[src/rtl/spi_pkg.sv]
// Shared types for the SPI master frame sequencer: FSM state encoding and
// spi_mode status codes.
package spi_pkg;

    // Frame sequencer states
    typedef enum logic [2:0] {
        StIdle,
        StLoad,
        StXfer,
        StFinish,
        StGap
    } spi_state_e;

    // spi_mode status codes
    localparam logic [1:0] SPI_RUN  = 2'b00;
    localparam logic [1:0] SPI_WAIT = 2'b01;
    localparam logic [1:0] SPI_STOP = 2'b10;

    // Decode of the CPU/enable state into the spi_mode status code
    function automatic logic [1:0] spi_mode_of(input logic spe, input logic wait_mode);
        if (!spe) begin
            return SPI_STOP;
        end else if (wait_mode) begin
            return SPI_WAIT;
        end
        return SPI_RUN;
    endfunction

endpackage

[src/rtl/spi_xfer_ctrl_if.sv]
// Register-side bus of the SPI frame sequencer: transmit holding-buffer
// handshake, received word, and the SPIF status flag with its clear.
interface spi_xfer_ctrl_if #(
    parameter int unsigned DATA_W = 8
) ();
    import spi_pkg::*;

    logic              tx_valid;
    logic [DATA_W-1:0] tx_data;
    logic              tx_ready;
    logic [DATA_W-1:0] rx_data;
    logic              rx_valid;
    logic              spif;
    logic              spif_clr;

    // Register block side
    modport master (
        output tx_valid, tx_data, spif_clr,
        input  tx_ready, rx_data, rx_valid, spif
    );

    // Frame sequencer side
    modport slave (
        input  tx_valid, tx_data, spif_clr,
        output tx_ready, rx_data, rx_valid, spif
    );

endinterface

[src/rtl/spi_shift_unit.sv]
// Datapath of the SPI frame sequencer: tx/rx shift registers, launched-bit
// index and sampled-bit count. The tx word is stored in transmission order
// (bit 0 goes out first) so shifting never needs a variable bit index.
module spi_shift_unit
    import spi_pkg::*;
#(
    parameter int unsigned DATA_W = 8
) (
    input  logic              PClk,
    input  logic              PRESET,
    input  logic              load_i,
    input  logic [DATA_W-1:0] load_data_i,
    input  logic              lsbfe_i,
    input  logic              sample_i,
    input  logic              shift_i,
    input  logic              miso_i,
    output logic              first_bit_o,
    output logic              advance_o,
    output logic              next_bit_o,
    output logic              last_sample_o,
    output logic [DATA_W-1:0] rx_word_o
);

    localparam int unsigned CntW = $clog2(DATA_W + 1);
    localparam logic [CntW-1:0] LastIdx = CntW'(DATA_W - 1);

    logic [DATA_W-1:0] tx_sr_q, tx_sr_d;
    logic [DATA_W-1:0] rx_sr_q, rx_sr_d;
    logic [CntW-1:0]   tx_idx_q, tx_idx_d;
    logic [CntW-1:0]   rx_cnt_q, rx_cnt_d;
    logic              lsbfe_q, lsbfe_d;
    logic [DATA_W-1:0] load_ord;
    logic [CntW-1:0]   rx_cnt_seen;

    // Reorder the buffer word and the received word between bit order and wire order
    always_comb begin
        load_ord  = '0;
        rx_word_o = '0;
        for (int i = 0; i < int'(DATA_W); i++) begin
            load_ord[i]  = lsbfe_i ? load_data_i[i] : load_data_i[int'(DATA_W) - 1 - i];
            rx_word_o[i] = lsbfe_q ? rx_sr_q[i] : rx_sr_q[int'(DATA_W) - 1 - i];
        end
    end

    // A launch edge may only move past bits that have already been sampled; this
    // swallows the CPHA=1 leading edge and the trailing edge after the last sample.
    always_comb begin
        rx_cnt_seen   = rx_cnt_q + CntW'(sample_i);
        advance_o     = shift_i && (tx_idx_q < rx_cnt_seen) && (tx_idx_q < LastIdx);
        last_sample_o = sample_i && (rx_cnt_q == LastIdx);
        first_bit_o   = load_ord[0];
        next_bit_o    = tx_sr_q[1];
    end

    // Next-state of shift registers and counters
    always_comb begin
        tx_sr_d  = tx_sr_q;
        rx_sr_d  = rx_sr_q;
        tx_idx_d = tx_idx_q;
        rx_cnt_d = rx_cnt_q;
        lsbfe_d  = lsbfe_q;
        if (load_i) begin
            tx_sr_d  = load_ord;
            rx_sr_d  = '0;
            tx_idx_d = '0;
            rx_cnt_d = '0;
            lsbfe_d  = lsbfe_i;
        end else begin
            if (sample_i) begin
                // First received bit ends up in bit 0 after DATA_W samples
                rx_sr_d  = {miso_i, rx_sr_q[DATA_W-1:1]};
                rx_cnt_d = rx_cnt_seen;
            end
            if (advance_o) begin
                tx_sr_d  = tx_sr_q >> 1;
                tx_idx_d = tx_idx_q + CntW'(1);
            end
        end
    end

    // State registers
    always_ff @(posedge PClk or posedge PRESET) begin
        if (PRESET) begin
            tx_sr_q  <= '0;
            rx_sr_q  <= '0;
            tx_idx_q <= '0;
            rx_cnt_q <= '0;
            lsbfe_q  <= 1'b0;
        end else begin
            tx_sr_q  <= tx_sr_d;
            rx_sr_q  <= rx_sr_d;
            tx_idx_q <= tx_idx_d;
            rx_cnt_q <= rx_cnt_d;
            lsbfe_q  <= lsbfe_d;
        end
    end

endmodule

[src/rtl/spi_xfer_ctrl.sv]
// SPI master frame sequencer. Takes words from the register side through a
// one-entry holding buffer, frames them with SS, shifts MOSI / captures MISO on
// the baud generator's launch/sample strobes and reports completion via
// rx_valid and the sticky SPIF flag.
// Build option: define SPI_BURST_EN to keep SS low and skip the inter-frame
// gap when the next word is already waiting at the end of a frame.
module spi_xfer_ctrl
    import spi_pkg::*;
#(
    parameter int unsigned DATA_W = 8,
    parameter int unsigned SS_GAP = 2
) (
    input  logic       PClk,
    input  logic       PRESET,
    input  logic       spe,
    input  logic       wait_mode,
    input  logic       cpha,
    input  logic       lsbfe,
    input  logic       shift_en,
    input  logic       sample_en,
    input  logic       miso,
    output logic       mosi,
    output logic       ss,
    output logic [1:0] spi_mode,
    spi_xfer_ctrl_if.slave bus
);

    // The LOAD cycle keeps SS high too, so GAP lasts SS_GAP-1 cycles and the
    // SS-high window between back-to-back frames is exactly SS_GAP cycles.
    localparam int unsigned GapW = $clog2(SS_GAP + 1);
    localparam int unsigned GapLastI = (SS_GAP >= 2) ? SS_GAP - 2 : 0;
    localparam logic [GapW-1:0] GapLast = GapW'(GapLastI);

    spi_state_e        state_q, state_d;
    logic              ss_q, ss_d;
    logic              mosi_q, mosi_d;
    logic [1:0]        mode_q, mode_d;
    logic [DATA_W-1:0] rx_data_q, rx_data_d;
    logic              rx_valid_q, rx_valid_d;
    logic              spif_q, spif_d;
    logic [DATA_W-1:0] buf_q, buf_d;
    logic              buf_full_q, buf_full_d;
    logic [GapW-1:0]   gap_cnt_q, gap_cnt_d;

    logic              load_go, sample_go, shift_go;
    logic              first_bit, advance, next_bit, last_sample;
    logic [DATA_W-1:0] rx_word;
    logic              frame_done;
    logic              skip_gap;

    // Strobes only reach the datapath while a frame is in flight and enabled
    assign load_go   = spe && (state_q == StLoad);
    assign sample_go = spe && sample_en && (state_q == StXfer);
    assign shift_go  = spe && shift_en && (state_q == StXfer);

    spi_shift_unit #(
        .DATA_W (DATA_W)
    ) u_shift (
        .PClk          (PClk),
        .PRESET        (PRESET),
        .load_i        (load_go),
        .load_data_i   (buf_q),
        .lsbfe_i       (lsbfe),
        .sample_i      (sample_go),
        .shift_i       (shift_go),
        .miso_i        (miso),
        .first_bit_o   (first_bit),
        .advance_o     (advance),
        .next_bit_o    (next_bit),
        .last_sample_o (last_sample),
        .rx_word_o     (rx_word)
    );

    // Next-state of the sequencer, holding buffer and all registered outputs
    always_comb begin
        state_d    = state_q;
        ss_d       = ss_q;
        mosi_d     = mosi_q;
        mode_d     = spi_mode_of(spe, wait_mode);
        rx_data_d  = rx_data_q;
        buf_d      = buf_q;
        buf_full_d = buf_full_q;
        gap_cnt_d  = gap_cnt_q;
        frame_done = 1'b0;
        skip_gap   = 1'b0;

        if (bus.tx_valid && !buf_full_q) begin
            buf_d      = bus.tx_data;
            buf_full_d = 1'b1;
        end

        unique case (state_q)
            StIdle: begin
                if (buf_full_q) begin
                    state_d = StLoad;
                end
            end
            StLoad: begin
                buf_full_d = 1'b0;
                ss_d       = 1'b0;
                mosi_d     = first_bit;
                state_d    = StXfer;
            end
            StXfer: begin
                if (advance) begin
                    mosi_d = next_bit;
                end
                if (last_sample) begin
                    state_d = StFinish;
                end
            end
            StFinish: begin
                // CPHA=0 still owes the trailing edge that returns SCLK to idle
                if (cpha || shift_en) begin
                    frame_done = 1'b1;
`ifdef SPI_BURST_EN
                    skip_gap = buf_full_q;
`endif
                    if (skip_gap) begin
                        state_d = StLoad;
                    end else begin
                        ss_d      = 1'b1;
                        gap_cnt_d = '0;
                        if (SS_GAP == 1) begin
                            state_d = buf_full_q ? StLoad : StIdle;
                        end else begin
                            state_d = StGap;
                        end
                    end
                end
            end
            StGap: begin
                gap_cnt_d = gap_cnt_q + GapW'(1);
                if (gap_cnt_q == GapLast) begin
                    state_d = buf_full_q ? StLoad : StIdle;
                end
            end
            default: state_d = StIdle;
        endcase

        // Disable aborts everything except the sticky flag
        if (!spe) begin
            state_d    = StIdle;
            ss_d       = 1'b1;
            mosi_d     = 1'b0;
            buf_full_d = 1'b0;
            frame_done = 1'b0;
        end

        rx_valid_d = frame_done;
        if (frame_done) begin
            rx_data_d = rx_word;
        end
        // Completion wins over a coincident clear
        spif_d = frame_done ? 1'b1 : (bus.spif_clr ? 1'b0 : spif_q);
    end

    // Sequencer state and registered outputs
    always_ff @(posedge PClk or posedge PRESET) begin
        if (PRESET) begin
            state_q    <= StIdle;
            ss_q       <= 1'b1;
            mosi_q     <= 1'b0;
            mode_q     <= SPI_STOP;
            rx_data_q  <= '0;
            rx_valid_q <= 1'b0;
            spif_q     <= 1'b0;
            buf_q      <= '0;
            buf_full_q <= 1'b0;
            gap_cnt_q  <= '0;
        end else begin
            state_q    <= state_d;
            ss_q       <= ss_d;
            mosi_q     <= mosi_d;
            mode_q     <= mode_d;
            rx_data_q  <= rx_data_d;
            rx_valid_q <= rx_valid_d;
            spif_q     <= spif_d;
            buf_q      <= buf_d;
            buf_full_q <= buf_full_d;
            gap_cnt_q  <= gap_cnt_d;
        end
    end

    assign ss           = ss_q;
    assign mosi         = mosi_q;
    assign spi_mode     = mode_q;
    assign bus.tx_ready = ~buf_full_q;
    assign bus.rx_data  = rx_data_q;
    assign bus.rx_valid = rx_valid_q;
    assign bus.spif     = spif_q;

endmodule

[src/flat_wrapper.sv]
// flat-port wrapper written by rule: the top's interface ports become plain ports
module spi_xfer_ctrl_flat import spi_pkg::*;
#(
    parameter int unsigned DATA_W = 8,
    parameter int unsigned SS_GAP = 2
)
  (PClk, PRESET, spe, wait_mode, cpha, lsbfe, shift_en, sample_en, miso, mosi, ss, spi_mode, bus_tx_valid, bus_tx_data, bus_spif_clr, bus_tx_ready, bus_rx_data, bus_rx_valid, bus_spif);
  spi_xfer_ctrl_if #(.DATA_W(DATA_W)) bus_i ();
  input  logic PClk;
  input  logic PRESET;
  input  logic spe;
  input  logic wait_mode;
  input  logic cpha;
  input  logic lsbfe;
  input  logic shift_en;
  input  logic sample_en;
  input  logic miso;
  output logic mosi;
  output logic ss;
  output logic [1:0] spi_mode;
  input wire logic [$bits(bus_i.tx_valid)-1:0] bus_tx_valid;
  input wire logic [$bits(bus_i.tx_data)-1:0] bus_tx_data;
  input wire logic [$bits(bus_i.spif_clr)-1:0] bus_spif_clr;
  output wire logic [$bits(bus_i.tx_ready)-1:0] bus_tx_ready;
  output wire logic [$bits(bus_i.rx_data)-1:0] bus_rx_data;
  output wire logic [$bits(bus_i.rx_valid)-1:0] bus_rx_valid;
  output wire logic [$bits(bus_i.spif)-1:0] bus_spif;
  assign bus_i.tx_valid = bus_tx_valid;
  assign bus_i.tx_data = bus_tx_data;
  assign bus_i.spif_clr = bus_spif_clr;
  assign bus_tx_ready = bus_i.tx_ready;
  assign bus_rx_data = bus_i.rx_data;
  assign bus_rx_valid = bus_i.rx_valid;
  assign bus_spif = bus_i.spif;
  spi_xfer_ctrl #(.DATA_W(DATA_W), .SS_GAP(SS_GAP)) u_core (.PClk(PClk), .PRESET(PRESET), .spe(spe), .wait_mode(wait_mode), .cpha(cpha), .lsbfe(lsbfe), .shift_en(shift_en), .sample_en(sample_en), .miso(miso), .mosi(mosi), .ss(ss), .spi_mode(spi_mode), .bus(bus_i));
endmodule
[config.mk]
export PLATFORM = sky130hd
export DESIGN_NAME = spi_xfer_ctrl_flat
export DESIGN_NICKNAME = d
export VERILOG_FILES = /design/src/rtl/spi_pkg.sv /design/src/rtl/spi_xfer_ctrl_if.sv /design/src/rtl/spi_shift_unit.sv /design/src/rtl/spi_xfer_ctrl.sv /design/src/flat_wrapper.sv
export SDC_FILE = /design/constraint.sdc
export NUM_CORES = 1
export LEC_CHECK = 0
export ABC_AREA = 1
export CAP_MARGIN = 30
export CORE_MARGIN = 1.5
export CORE_UTILIZATION = 55
export CTS_CLUSTER_DIAMETER = 120
export CTS_CLUSTER_SIZE = 28
export DETAILED_ROUTE_END_ITERATION = 10
export PLACE_DENSITY = 0.8
export RECOVER_POWER = 50
export SYNTH_ARGS = -nofsm -noshare
export SYNTH_HDL_FRONTEND = slang
export SYNTH_HIERARCHICAL = 1
export SYNTH_SLANG_ARGS = --single-unit
[constraint.sdc]
create_clock -name PClk -period 2.7 [get_ports PClk]
set_input_delay 0.54 -clock PClk [delete_from_list [all_inputs] [get_ports PClk]]
set_output_delay 0.54 -clock PClk [all_outputs]
set_load 0.05 [all_outputs]
==> results.ini, run 1 <==
[worst_setup_path]
rrSetupSlack_ns=0.23
critPathCaptureType=flop
startpoint=spe
reg2reg_to=u_core/u_shift/tx_sr_q[6]
worstPathArrival_ns=2.78
r2r_cells=13
critPathLaunchType=input pin
required_ns=2.94
path_class=in -> reg
critPathMaxFanout=11
regToRegStartpoint=u_core/state_q[2]

[hold_path]
hold_start=u_core/gap_cnt_q[1]
min_path_cells=2
worst_hold_path_type=reg -> reg
worstHoldEndpoint=u_core/gap_cnt_q[1]

[die]
core_area_um2=4410
std_cell_rows=24
io_pins=34
die_area_um2=5090
initial_core_util=0.582
fp.dieH_um=71.4
dieWidth_um=71.4

[power_and_ir_drop]
seqPwrFrac=0.431
combPwrFrac=0.372
irDropWorstVdd_mv=0.413
power.density_cell_area_nw_per_um2=857
switchingPower_mw=1.03
swShare=0.388
power.leakage_nw=1.52
clockPowerShare=0.197
intPower_mw=1.62

[synth]
yosysTopAreaCell=dfrtp_1
ys_types=25
ys_ff_latch=52
synth_ff_type=dfrtp_1
yosysWarnings=6
synth_top_area_frac=0.487
syn_area_per_cell_um2=8.24
synthCells=312
synth_area_leaders=dfrtp_1, nand2_1, inv_1
async_reset_ff_frac=1.00
syn_area_um2=2570
ys_seq_area_frac=0.507
syn-num-nets=338
synth_edf_count=0

[clocking]
hold_buffers=0
htree_levels=2
path_clk_slew_ns=0.09
cts_made_buffers=5
clk_latency_ns=0.29
ctsLongestPathBuffers=2
cts_tree=yes
ctsRootBufferMaster=clkbuf_8
cts_sinks=52

[placed_design]
hpwlAfterDp_um=3680
io_buffer_count=33
post-place-ws_ns=-0.225
routabilityCongestion=0.840

[timing]
fmax_ghz=0.393
rsz0062_at_grt=false
final-setup-viol-count=0
tightest_slew_ns=1.59
period_share=0.943
setup_tns_ns=0
fin_hold_ws_ns=0.479
skew_ns=0.00405
setup_ws_ns=0.154
slew_headroom=-0.0593
finalCriticalPeriod_ns=2.55
slew_viol_final=29
hold_violations=0

[final_layout]
nets=378
antenna_cells=0
area_growth_pct=20.0
final_cell_mix=nand2_1, dfrtp_1, inv_1
drive_gt1_frac=0.0878
layout_commonest_cell=nand2_1

[global_route]
grt_pass1_vias=2103
grt_overflow=0
grt_start_max_net_pins=29
grt_usage=0.214
grt_pass1_wl_um=8760
antenna_found_initial=0

[detailed_routing]
dr.first_iter.drc_count=127
via_count=2146
wl_um=5150
drt_pass1_iterations=4
post-route-drc-count=0
avgViaCountPerCell=5.30
antenna_left=0
wl_per_cell_um=12.7

[status]
outcome=finished with violations
violations=capacitance limit, slew limit

[flow_run]
max_cap_violations=1

## how the worst max path moves through the flow
| stage | endpoint | slack, ns |
|---|---|---|
| CTS | u_core/u_shift/tx_sr_q[6] | 0.09 |
| finish | u_core/u_shift/tx_sr_q[6] | 0.15 |
| detailed placement | u_core/u_shift/tx_sr_q[6] | -0.23 |
| global route | u_core/u_shift/tx_sr_q[1] | 0.02 |
| global placement | u_core/u_shift/tx_sr_q[1] | -0.11 |
| floorplan | u_core/mosi | 0.38 |
## Yosys cell counts, types with 5 or more instances
library cell / instances
nand2_1: 100
o21ai_0: 24
inv_1: 34
nand3_1: 20
buf_2: 5
mux2_2: 8
nor2_1: 24
ha_1: 7
o22ai_1: 8
a21oi_1: 11
dfrtp_1: 50
## logic make-up after synthesis
kind of cell,count (synthesis),synth area share
xor gates and xnor gates,4,0.0136
and+or+nand+nor,149,0.236
DFF,52,0.507
adders and majority gates,7,0.0341
muxes,8,0.0350
AOI/OAI and AO/OA,47,0.0993
buffers and inverters,45,0.0749
## through the flow
step / instances / utilization / power, mW / cell area (µm²)
floorplan: 312 / - / 1.84 / 2570
global placement: 397 / 0.674 / 2.09 / 2970
detailed placement: 397 / 0.674 / 2.13 / 2970
CTS: 405 / 0.699 / 2.66 / 3090
global route: 405 / 0.699 / 2.82 / 3080
finish: 405 / 0.699 / 2.64 / 3080
## flip-flops by register name (all words and copies together) (netlist names)
register                 flops
u_core/buf_q                 8
u_core/u_shift/lsbfe_q       1
u_core/u_shift/tx_idx_q      4
u_core/spi_mode              2
u_core/ss                    1
u_core/bus.spif              1
u_core/u_shift/tx_sr_q       7
u_core/buf_full_q            1
u_core/state_q               3
u_core/u_shift/rx_cnt_q      4
u_core/bus.rx_valid          1
u_core/mosi                  1
u_core/gap_cnt_q             2
u_core/bus.rx_data           8
u_core/u_shift/rx_sr_q       8
## repair_timing
action | CTS | global route
setup endpoints to repair | 0 | 11
setup buffers | 0 | 0
resized for setup | 0 | 3
## worst max-delay path: stages
cell and delay [ns]:
clkdlybuf4s50_1 0.47, nand2_1 0.06, nor2_2 0.14, ha_1 0.20, nand3_1 0.10, xor2_1 0.17
ha_1 0.29, a21oi_1 0.22, nand4_2 0.14, buf_4 0.20, nand2_4 0.12, nand2_1 0.08
nand2_1 0.06
## per-layer routing
metal	track usage	up-vias	share of wire
li1	-	1078	-
met1	0.253	1011	0.44
met2	0.399	55	0.51
met3	0.0323	2	0.040
met4	0.0608	0	0.0049
met5	0	-	0
## final cells by class
cell class / instances / area, µm²
Fill cell: 344 / 1330
Sequential cell: 52 / 1300
Multi-Input combinational cell: 215 / 1080
Timing Repair Buffer: 41 / 379
Inverter: 37 / 140
Clock buffer: 5 / 68.8
Tap cell: 52 / 65.1
Clock inverter: 3 / 42.5
## power groups by stage
| stage | combinational [mW] | clock, mW | sequential [mW] |
|---|---|---|---|
| after global placement | 0.950 | 0 | 1.14 |
| after CTS | 0.988 | 0.533 | 1.14 |
| final | 0.985 | 0.520 | 1.14 |
| after floorplan | 0.550 | 0 | 1.29 |
| after detailed placement | 0.981 | 0 | 1.15 |
| after global routing | 1.09 | 0.561 | 1.17 |
Power figures use the tool's default switching activity.
==> run 2, diff against run 1 <==
Settings changed: RECOVER_POWER 50 to default.
==> run 2 against run 1 <==
Effect of this change: the run now ends clean; non-clock buffer count unchanged; maximum frequency about the same; count of clock-buffer cells in the layout unchanged; clock skew decreased by 0.00052 ns; global-route usage unchanged; critical endpoint unchanged; highest routed layer unchanged.
==> results.ini, run 2 (synthesis gave the netlist of run 1 again) <==
[status]
outcome=finished, final reports clean  ; was finished with violations

[placed_design]
dpl-instance-area_um2=2970  ; unchanged
routabilityCongestion=0.840  ; unchanged
io_buffer_count=33  ; unchanged
hpwlAfterDp_um=3680  ; unchanged
dp_cells=397  ; unchanged

[clocking]
ctsRootBufferMaster=clkbuf_8  ; unchanged
ctsLongestPathBuffers=2  ; unchanged
clk_latency_ns=0.29  ; about the same
cts_sinks=52  ; unchanged
hold_buffers=0  ; unchanged
path_clk_slew_ns=0.09  ; about the same
htree_levels=2  ; unchanged
cts_made_buffers=5  ; unchanged
cts_tree=yes  ; unchanged

[global_route]
grt_pass1_wl_um=8760  ; unchanged
grt_start_max_net_pins=29  ; unchanged
grt_pass1_vias=2103  ; unchanged
antenna_found_initial=0  ; unchanged
grt_overflow=0  ; unchanged
grt_usage=0.214  ; unchanged

[worst_setup_path]
critPathCaptureType=flop  ; unchanged
path_common_cell=nand2_1  ; unchanged
path_class=in -> reg  ; unchanged
critPathMaxFanout=11  ; unchanged
worstPathArrival_ns=2.78  ; about the same
worst_path_max_delay_cell=clkdlybuf4s50_1  ; unchanged
critPathLaunchType=input pin  ; unchanged
r2r_cells=13  ; unchanged
startpoint=spe  ; unchanged
cp-endpoint=u_core/u_shift/tx_sr_q[6]  ; unchanged
regToRegStartpoint=u_core/state_q[2]  ; unchanged
required_ns=2.94  ; about the same
rrSetupSlack_ns=0.23  ; about the same
crit_chain=clkdlybuf4s50_1, nand2_1, nor2_2, ha_1, nand3_1, xor2_1, ha_1, a21oi_1, nand4_2, buf_4, nand2_4, nand2_1, nand2_1  ; unchanged
reg2reg_to=u_core/u_shift/tx_sr_q[6]  ; unchanged
cpPeakStageDelay_ns=0.48  ; was 0.47 ns

[die]
die_area_um2=5090  ; unchanged
fp.dieH_um=71.4  ; unchanged
dieWidth_um=71.4  ; unchanged
core_area_um2=4410  ; unchanged
io_pins=34  ; unchanged
initial_core_util=0.582  ; unchanged
std_cell_rows=24  ; unchanged

[power_and_ir_drop]
power.density_cell_area_nw_per_um2=855  ; was 857 nW/µm²
combPwrFrac=0.373  ; was 0.372
clockPowerShare=0.196  ; was 0.197
intPower_mw=1.62  ; about the same
swShare=0.388  ; about the same
switchingPower_mw=1.03  ; about the same
irDropWorstVdd_mv=0.412  ; was 0.413 mV
seqPwrFrac=0.431  ; about the same
power.leakage_nw=1.53  ; was 1.52 nW

[final_layout]
final_cell_mix=nand2_1, dfrtp_1, inv_1  ; unchanged
layout_commonest_cell=nand2_1  ; unchanged
antenna_cells=0  ; unchanged
area_growth_pct=20.5  ; was 20.0%
finalNonFillerCells=405  ; unchanged
nets=378  ; unchanged
drive_gt1_frac=0.0992  ; was 0.0878
finalInstanceArea_um2=3100  ; was 3080 µm²
final_util=0.702  ; was 0.699

[detailed_routing]
via_count=2131  ; was 2146
wl_per_cell_um=12.8  ; was 12.7 µm
antenna_left=0  ; unchanged
drt_pass1_iterations=4  ; unchanged
dr.first_iter.drc_count=157  ; was 127
avgViaCountPerCell=5.26  ; was 5.30
post-route-drc-count=0  ; unchanged
wl_um=5170  ; was 5150 µm

[timing]
fmax_ghz=0.392  ; was 0.393 GHz
tightest_slew_ns=0.707  ; was 1.59 ns
period_share=0.944  ; was 0.943
finalCriticalPeriod_ns=2.55  ; about the same
rsz0062_at_grt=false  ; unchanged
final-setup-viol-count=0  ; unchanged
skew_ns=0.00353  ; was 0.00405 ns
slew_viol_final=0  ; was 29
hold_violations=0  ; unchanged
slew_headroom=0.528  ; was -0.0593

[hold_path]
worst_hold_path_type=reg -> reg  ; unchanged

[flow_run]
max_cap_violations=0  ; was 1

run 2: cell count changes in the layout (fill, tap and decap cells not counted), sizes merged:
cell,before,now
buf,5,8
clkbuf,8,5
clkdlybuf4s50,31,33
dlygate4sd3,2,0
run 2: power by group through the flow:
stage                     Sequential, mW  Clock, mW  Combinational (mW)
after floorplan                     1.29          0               0.550
after detailed placement            1.15          0               0.981
after CTS                           1.14      0.533               0.988
after global placement              1.14          0               0.950
after global routing                1.17      0.561                1.10
final                               1.14      0.520               0.988
run 2: how the worst min path moves through the flow:
stage,endpoint,depth (start not counted),slack (ns),startpoint
floorplan,u_core/gap_cnt_q[1],2,0.44,u_core/gap_cnt_q[1]
global placement,u_core/gap_cnt_q[1],2,0.46,u_core/gap_cnt_q[1]
detailed placement,u_core/bus.rx_data[0],2,0.46,u_core/bus.rx_data[0]
CTS,u_core/gap_cnt_q[1],2,0.49,u_core/gap_cnt_q[1]
global route,u_core/bus.rx_data[1],2,0.51,u_core/bus.rx_data[1]
finish,u_core/gap_cnt_q[1],2,0.48,u_core/gap_cnt_q[1]
run 2: worst max-delay path: cells and delay by family:
kind            cells  cell delay, ns
simple gates        7            0.70
buf+inv             2            0.68
fa+ha+maj           2            0.49
compound gates      1            0.22
xor+xnor            1            0.16
run 2: stage by stage:
step	setup slack [ns]	setup TNS (ns)	total power, mW	hold WS, ns
after floorplan	0.383	0	1.84	0.442
after global placement	-0.108	-1.12	2.09	0.455
after CTS	0.0858	0	2.66	0.487
after global routing	0.0154	0	2.82	0.511
after detailed placement	-0.225	-2.28	2.13	0.465
final	0.152	0	2.65	0.480
run 2: per-layer routing:
layer  track usage  part of all wire  up-vias
met1         0.253              0.44     1007
met3        0.0323             0.035        2
met4        0.0608            0.0048        0
met5             0                 0        -
li1              -                 -     1077
met2         0.399              0.52       45
run 2: layout make-up:
| cell class | instances | area (µm²) |
|---|---|---|
| clock buffers | 5 | 68.8 |
| clock inverters | 3 | 42.5 |
| fillers | 342 | 1320 |
| inverters | 37 | 140 |
| multi-input cells | 215 | 1090 |
| flip-flops and latches | 52 | 1300 |
| well taps | 52 | 65.1 |
| repair buffers | 41 | 390 |
run 2: timing repair:
item,CTS,global route
setup endpoints to repair,0,11
buffers inserted,0,0
gates resized for setup,0,3
==> run 3, diff against run 2 <==
Settings changed: HOLD_SLACK_MARGIN from default to 0.02.
==> results of run 3 <==
Final layout, timing and power as in run 2 (identical DEF).
